## src/rtl/video_timing_scanout.sv

```systemverilog
// Raster timing generator and pixel scanout for the video path.
// Ports: i_clock/i_reset_n, controller timing (hblank/vblank/pos), i_video_rdata,
//   VGA hsync/vsync/de/rgb, frame start pulse and frame counter.
module video_timing_scanout #(
    parameter int   H_ACTIVE      = 640,
    parameter int   H_FRONT       = 16,
    parameter int   H_SYNC        = 96,
    parameter int   H_BACK        = 48,
    parameter int   V_ACTIVE      = 480,
    parameter int   V_FRONT       = 10,
    parameter int   V_SYNC        = 2,
    parameter int   V_BACK        = 33,
    parameter logic HSYNC_POL     = 1'b0,
    parameter logic VSYNC_POL     = 1'b0,
    parameter int   PIXEL_LATENCY = 3
) (
    input  logic        i_clock,
    input  logic        i_reset_n,
    output logic        o_video_hblank,
    output logic        o_video_vblank,
    output logic [10:0] o_video_pos_x,
    output logic [10:0] o_video_pos_y,
    input  logic [31:0] i_video_rdata,
    output logic        o_vga_hsync,
    output logic        o_vga_vsync,
    output logic        o_vga_de,
    output logic [7:0]  o_vga_r,
    output logic [7:0]  o_vga_g,
    output logic [7:0]  o_vga_b,
    output logic        o_frame_start,
    output logic [31:0] o_frame_counter
);

    localparam int H_TOTAL = H_ACTIVE + H_FRONT + H_SYNC + H_BACK;
    localparam int V_TOTAL = V_ACTIVE + V_FRONT + V_SYNC + V_BACK;

    localparam logic [10:0] H_LAST = 11'(H_TOTAL - 1);
    localparam logic [10:0] V_LAST = 11'(V_TOTAL - 1);

    // 12-bit bounds so a sync edge at exactly 2048 does not truncate.
    localparam logic [11:0] H_VIS  = 12'(H_ACTIVE);
    localparam logic [11:0] HS_ON  = 12'(H_ACTIVE + H_FRONT);
    localparam logic [11:0] HS_OFF = 12'(H_ACTIVE + H_FRONT + H_SYNC);
    localparam logic [11:0] V_VIS  = 12'(V_ACTIVE);
    localparam logic [11:0] VS_ON  = 12'(V_ACTIVE + V_FRONT);
    localparam logic [11:0] VS_OFF = 12'(V_ACTIVE + V_FRONT + V_SYNC);

    if (H_TOTAL > 2048 || V_TOTAL > 2048) begin : g_bad_total
        $error("video_timing_scanout: raster total exceeds 2048");
    end

    if (PIXEL_LATENCY < 1 || PIXEL_LATENCY > 8) begin : g_bad_latency
        $error("video_timing_scanout: PIXEL_LATENCY must be 1..8");
    end

    logic [10:0] h_count;
    logic [10:0] v_count;
    logic [10:0] h_next;
    logic [10:0] v_next;
    logic        h_wrap;
    logic        v_wrap;
    logic        at_origin;
    logic        hblank_next;
    logic        vblank_next;
    logic        hs_next;
    logic        vs_next;

    logic        hs_raw;
    logic        vs_raw;
    logic        de_raw;

    always_comb begin
        h_wrap = (h_count == H_LAST);
        v_wrap = (v_count == V_LAST);
        h_next = h_wrap ? 11'd0 : h_count + 11'd1;
        v_next = v_count;
        if (h_wrap) begin
            v_next = v_wrap ? 11'd0 : v_count + 11'd1;
        end
    end

    // Everything is decoded from the next counter value so the registered
    // outputs line up with the counter held in the same cycle.
    assign at_origin   = (h_next == 11'd0) && (v_next == 11'd0);
    assign hblank_next = ({1'b0, h_next} < H_VIS);
    assign vblank_next = ({1'b0, v_next} < V_VIS);
    assign hs_next     = ({1'b0, h_next} >= HS_ON) && ({1'b0, h_next} < HS_OFF);
    assign vs_next     = ({1'b0, v_next} >= VS_ON) && ({1'b0, v_next} < VS_OFF);

    always_ff @(posedge i_clock or negedge i_reset_n) begin
        if (!i_reset_n) begin
            h_count         <= H_LAST;
            v_count         <= V_LAST;
            o_video_hblank  <= 1'b0;
            o_video_vblank  <= 1'b0;
            o_video_pos_x   <= 11'd0;
            o_video_pos_y   <= 11'd0;
            hs_raw          <= 1'b0;
            vs_raw          <= 1'b0;
            o_frame_start   <= 1'b0;
            o_frame_counter <= 32'd0;
        end else begin
            h_count        <= h_next;
            v_count        <= v_next;
            o_video_hblank <= hblank_next;
            o_video_vblank <= vblank_next;
            o_video_pos_x  <= h_next;
            o_video_pos_y  <= v_next;
            hs_raw         <= hs_next;
            vs_raw         <= vs_next;
            o_frame_start  <= at_origin;
            if (at_origin) begin
                o_frame_counter <= o_frame_counter + 32'd1;
            end
        end
    end

    assign de_raw = o_video_hblank & o_video_vblank;

    // Chains carry the raw (active-high) flags; index 0 is the undelayed
    // value, index PIXEL_LATENCY is the tap that drives the pins.
    logic [PIXEL_LATENCY-1:0] hs_q;
    logic [PIXEL_LATENCY-1:0] vs_q;
    logic [PIXEL_LATENCY-1:0] de_q;
    logic [PIXEL_LATENCY:0]   hs_chain;
    logic [PIXEL_LATENCY:0]   vs_chain;
    logic [PIXEL_LATENCY:0]   de_chain;

    assign hs_chain = {hs_q, hs_raw};
    assign vs_chain = {vs_q, vs_raw};
    assign de_chain = {de_q, de_raw};

    always_ff @(posedge i_clock or negedge i_reset_n) begin
        if (!i_reset_n) begin
            hs_q <= '0;
            vs_q <= '0;
            de_q <= '0;
        end else begin
            hs_q <= hs_chain[PIXEL_LATENCY-1:0];
            vs_q <= vs_chain[PIXEL_LATENCY-1:0];
            de_q <= de_chain[PIXEL_LATENCY-1:0];
        end
    end

    // Colour is captured on the same edge that moves DE into the tap, so
    // blanking is forced to black regardless of what the controller sends.
    always_ff @(posedge i_clock or negedge i_reset_n) begin
        if (!i_reset_n) begin
            o_vga_r <= 8'd0;
            o_vga_g <= 8'd0;
            o_vga_b <= 8'd0;
        end else if (de_chain[PIXEL_LATENCY-1]) begin
            o_vga_r <= i_video_rdata[23:16];
            o_vga_g <= i_video_rdata[15:8];
            o_vga_b <= i_video_rdata[7:0];
        end else begin
            o_vga_r <= 8'd0;
            o_vga_g <= 8'd0;
            o_vga_b <= 8'd0;
        end
    end

    logic [7:0] unused_rdata_hi;
    assign unused_rdata_hi = i_video_rdata[31:24];

    assign o_vga_hsync = hs_q[PIXEL_LATENCY-1] ? HSYNC_POL : ~HSYNC_POL;
    assign o_vga_vsync = vs_q[PIXEL_LATENCY-1] ? VSYNC_POL : ~VSYNC_POL;
    assign o_vga_de    = de_q[PIXEL_LATENCY-1];

endmodule

```

## config.mk

```make
export PLATFORM = sky130hd
export DESIGN_NAME = video_timing_scanout
export DESIGN_NICKNAME = d
export VERILOG_FILES = /design/src/rtl/video_timing_scanout.sv
export SDC_FILE = /design/constraint.sdc
export NUM_CORES = 1
export LEC_CHECK = 0
export BUFFER_PORTS_ARGS = -buffer_cell sky130_fd_sc_hd__buf_2
export CAP_MARGIN = 20
export CORE_ASPECT_RATIO = 0.75
export CORE_UTILIZATION = 57
export CTS_CLUSTER_SIZE = 24
export DETAILED_ROUTE_END_ITERATION = 16
export GPL_ROUTABILITY_DRIVEN = 0
export PLACE_DENSITY = 0.88
export REMOVE_ABC_BUFFERS = 1
export SLEW_MARGIN = 20
export SYNTH_ARGS = -nofsm -noshare
export SYNTH_HDL_FRONTEND = slang
export SYNTH_SLANG_ARGS = --single-unit
```

## constraint.sdc

```tcl
create_clock -name i_clock -period 6.12 [get_ports i_clock]
set_input_delay 0.918 -clock i_clock [delete_from_list [all_inputs] [get_ports i_clock]]
set_output_delay 0.918 -clock i_clock [all_outputs]
set_load 0.005 [all_outputs]
```

==> results.txt <==
The areal power density over the cells is 210 nW/um^2. The portion of synthesized cell area occupied by the leading cell type is 49.0%. sky130_fd_sc_hd__dfrtp_1 takes more of the synthesized area than any other cell. The count of pins over their slew limit was 0.

Data on the critical path arrives at its endpoint at 4320 ps. The count of hold-fix buffers inserted at cts came out at 0. Headroom to the max-slew limit came out at 36.9%. The largest stage delay on the critical path is 840 ps. The number of violations reported at the end of detailed-routing iteration 0 came out at 199. The post-route worst setup slack is 2100 ps.

The number of optimization iterations in the first detailed-route pass is 5. In the final layout, the multi-input gates occupy 1900 um^2. After clock tree synthesis, the clock-pin slew on the worst setup and hold paths is 110 ps. The share of post-route cells with drive strength above 1 came out at 31.9%.

By area the synthesized netlist is led by sky130_fd_sc_hd__dfrtp_1 (49%), sky130_fd_sc_hd__xor2_1 (6.1%), sky130_fd_sc_hd__dfstp_2 (5.6%). The routed via count came out at 3581. The worst path buffer plus inverter count is 0. The worst setup path is captured at a flip-flop. The total negative slack for setup checks came out at 0 ps.

The chip width came out at 107 um. The count of maximum capacitance violations came out at 0. The die area came out at 8620 um^2.

The achievable clock frequency came out at 0.249 GHz. The largest net degree at the start of global routing is 54. After detailed routing, the number of vias per cell comes to 5.69. Dividing the final minimum period by the clock period gives 65.7%. The flop and latch count out of synthesis came out at 102. The cell area that synthesis handed to floorplanning was 4700 um^2. The die is 80.6 um tall. The maximum resistive drop on vdd came out at 0.000122 V. The hold violation count in the final report came out at 0. The number of antenna violations at the first check in global routing is 0. The number of distinct library cells after synthesis came out at 54. The overflow left after global routing is 0. The number of global-route vias before repair is 3242. The worst hold path belongs to the class flip-flop to flip-flop. The most repeated cell in the gate-level netlist after synthesis is sky130_fd_sc_hd__dfrtp_1.

The post-route clock skew came out at 19.3 ps. The critical path's slowest cell is sky130_fd_sc_hd__nor4b_4. The final-stage net count is 557. Of all nets on the critical path, the largest fanout is 18. The total of cells resized after clock tree synthesis came out at 0. The repair_antennas step left the layout with diodes totalling 0. The setup slack on the worst flop-to-flop path is 2100 ps. Wires add up to 9880 um. After synthesis, the most frequently instantiated cells are sky130_fd_sc_hd__dfrtp_1 (92), sky130_fd_sc_hd__xor2_1 (33), sky130_fd_sc_hd__and2_1 (30). The first global-routing pass estimated 15900 um of wire. The critical path goes through or4b_4 -> nor4b_4 -> o21ai_0 -> a222oi_1 -> nand4_1 -> nor3_1 -> xor2_1.

The count of nets left with antenna violations after detail routing is 0. The average cell area after synthesis came out at 11.0 um^2. The sequential standard cell area came out at 2560 um^2.

The total power is 1.14 mW. The buffers inserted during post-CTS setup optimization is 0. Sequential elements use 54.6% of the synthesized area. The count of flip-flops with a built-in enable after synthesis is 0.

The share of async-settable or async-resettable flops after synthesis is 100%. Setup violations remaining at the end of the flow were counted as 0. Setup repair after global routing left no endpoint under its margin.

The combined global-route utilization of all metal layers came out at 24.2%. The analysis attributes to cell leakage a power of 2.67 nW. After layout, the minimum clock period comes to 4020 ps. For the worst-skew pair, the clock arrives at the later sink with an insertion delay of 380 ps.

The family of cells with the greatest summed delay on the critical path is simple AND/OR/NAND/NOR gates. TritonCTS built the clock tree. The filler cells instantiated in the layout total 603. The I/O pin count is 118.

The floorplan has 28 rows. The transition time of the tightest slew-check pin came out at 942 ps. The area growth from synthesis to final layout is 15.3%.

The area of the core region is 7950 um^2. The detailed-route wire length per cell came out at 15.7 um. The number of CTS-inserted buffers came out at 9. The level count of the clock H-tree is 3. CTS placed an instance of sky130_fd_sc_hd__clkbuf_8 at the clock tree root.

In the synthesized netlist, the number of instances is 427. The most frequently used flop master after synthesis is sky130_fd_sc_hd__dfrtp_1. At the worst endpoint, the required time is 6420 ps. The run finished with clean final reports. The wire-length estimate of the detail-placed layout is 7070 um. The worst setup path is of the flip-flop to flip-flop kind. The total DRC errors in the routed layout came out at 0. The maximum number of buffers from clock root to sink came out at 2. The count of synthesis-stage warnings from yosys is 0. The initial utilization of the core area, before any placement, comes to 59.1%. The kind of launch point of the worst setup path is a flip-flop.

The worst slack at placement is 2170 ps. The number of buffers inserted by port buffering came out at 109. The count of clock tree sinks came out at 102.
-- worst paths after layout --
kind                                             to  cells after the start  startpoint
worst min register to register              vs_q[1]                      0     vs_q[0]
max in group asynchronous                v_count[4]                      2   i_reset_n
worst max-delay path            o_frame_counter[31]                      7  h_count[4]
worst max register to register  o_frame_counter[31]                      7  h_count[4]
worst min-delay path                        vs_q[1]                      0     vs_q[0]
min in group asynchronous       o_frame_counter[15]                      1   i_reset_n
-- placed cells by master (no fill, tap or decap), types with 5 or more instances in the layout --
master,n
sky130_fd_sc_hd__buf_2,108
sky130_fd_sc_hd__dfrtp_1,92
sky130_fd_sc_hd__xor2_1,33
sky130_fd_sc_hd__and2_1,30
sky130_fd_sc_hd__nand2_1,25
sky130_fd_sc_hd__nand3_1,24
sky130_fd_sc_hd__nor3_1,22
sky130_fd_sc_hd__nor3_2,18
sky130_fd_sc_hd__nand4_1,17
sky130_fd_sc_hd__inv_1,15
sky130_fd_sc_hd__nor2_1,12
sky130_fd_sc_hd__and3_1,12
sky130_fd_sc_hd__clkbuf_8,10
sky130_fd_sc_hd__dfstp_2,10
sky130_fd_sc_hd__and4_1,8
sky130_fd_sc_hd__nor4_1,8
sky130_fd_sc_hd__xnor2_1,7
sky130_fd_sc_hd__a21oi_1,6
sky130_fd_sc_hd__o21ai_0,6
sky130_fd_sc_hd__or2_2,5
-- routing by layer --
| layer | wire length (um) | vias to the layer above | GRT usage [%] |
|---|---|---|---|
| li1 | - | 1673 | - |
| met1 | 4440 | 1761 | 33.0 |
| met2 | 4740 | 133 | 38.3 |
| met3 | 570 | 14 | 5.44 |
| met4 | 126 | 0 | 7.95 |
| met5 | 0 | - | 0 |
-- logic make-up after synthesis --
family	synth area share, %
xor+xnor	7.45
compound gates	5.19
fa+ha+maj	1.06
flops	54.6
simple gates	25.6
mux	1.09
buf+inv	5.00
-- report_power, final --
| group | internal (mW) | switching, mW | leakage, nW |
|---|---|---|---|
| logic | 0.0153 | 0.0201 | 1.27 |
| clock network | 0.170 | 0.249 | 0.102 |
| registers | 0.682 | 0.00204 | 1.29 |
-- registers in the layout (all words and copies together) (netlist names), 4 cells and up --
| signal | flops |
|---|---|
| o_frame_counter | 32 |
| v_count | 10 |
| o_video_pos_y | 4 |
| o_vga_g | 8 |
| o_vga_b | 8 |
| o_video_pos_x | 7 |
| h_count | 11 |
| o_vga_r | 8 |
-- final cells by class --
class / count / share of cell area, %
Multi-Input combinational cell: 279 / 35.1
Inverter: 15 / 1.04
Tap cell: 105 / 2.42
Clock buffer: 10 / 2.54
Clock inverter: 6 / 1.06
Timing Repair Buffer: 112 / 10.5
Sequential cell: 102 / 47.3
-- through the flow --
| stage | utilization (%) | std cells | hold WS (ps) | area [um^2] |
|---|---|---|---|---|
| floorplan | - | 396 | 331 | 4520 |
| global placement | 65.7 | 613 | 331 | 5220 |
| detailed placement | 65.7 | 613 | 335 | 5220 |
| CTS | 68.1 | 629 | 350 | 5420 |
| global route | 68.1 | 629 | 352 | 5420 |
| finish | 68.1 | 629 | 343 | 5420 |
Power figures use the tool's default switching activity.
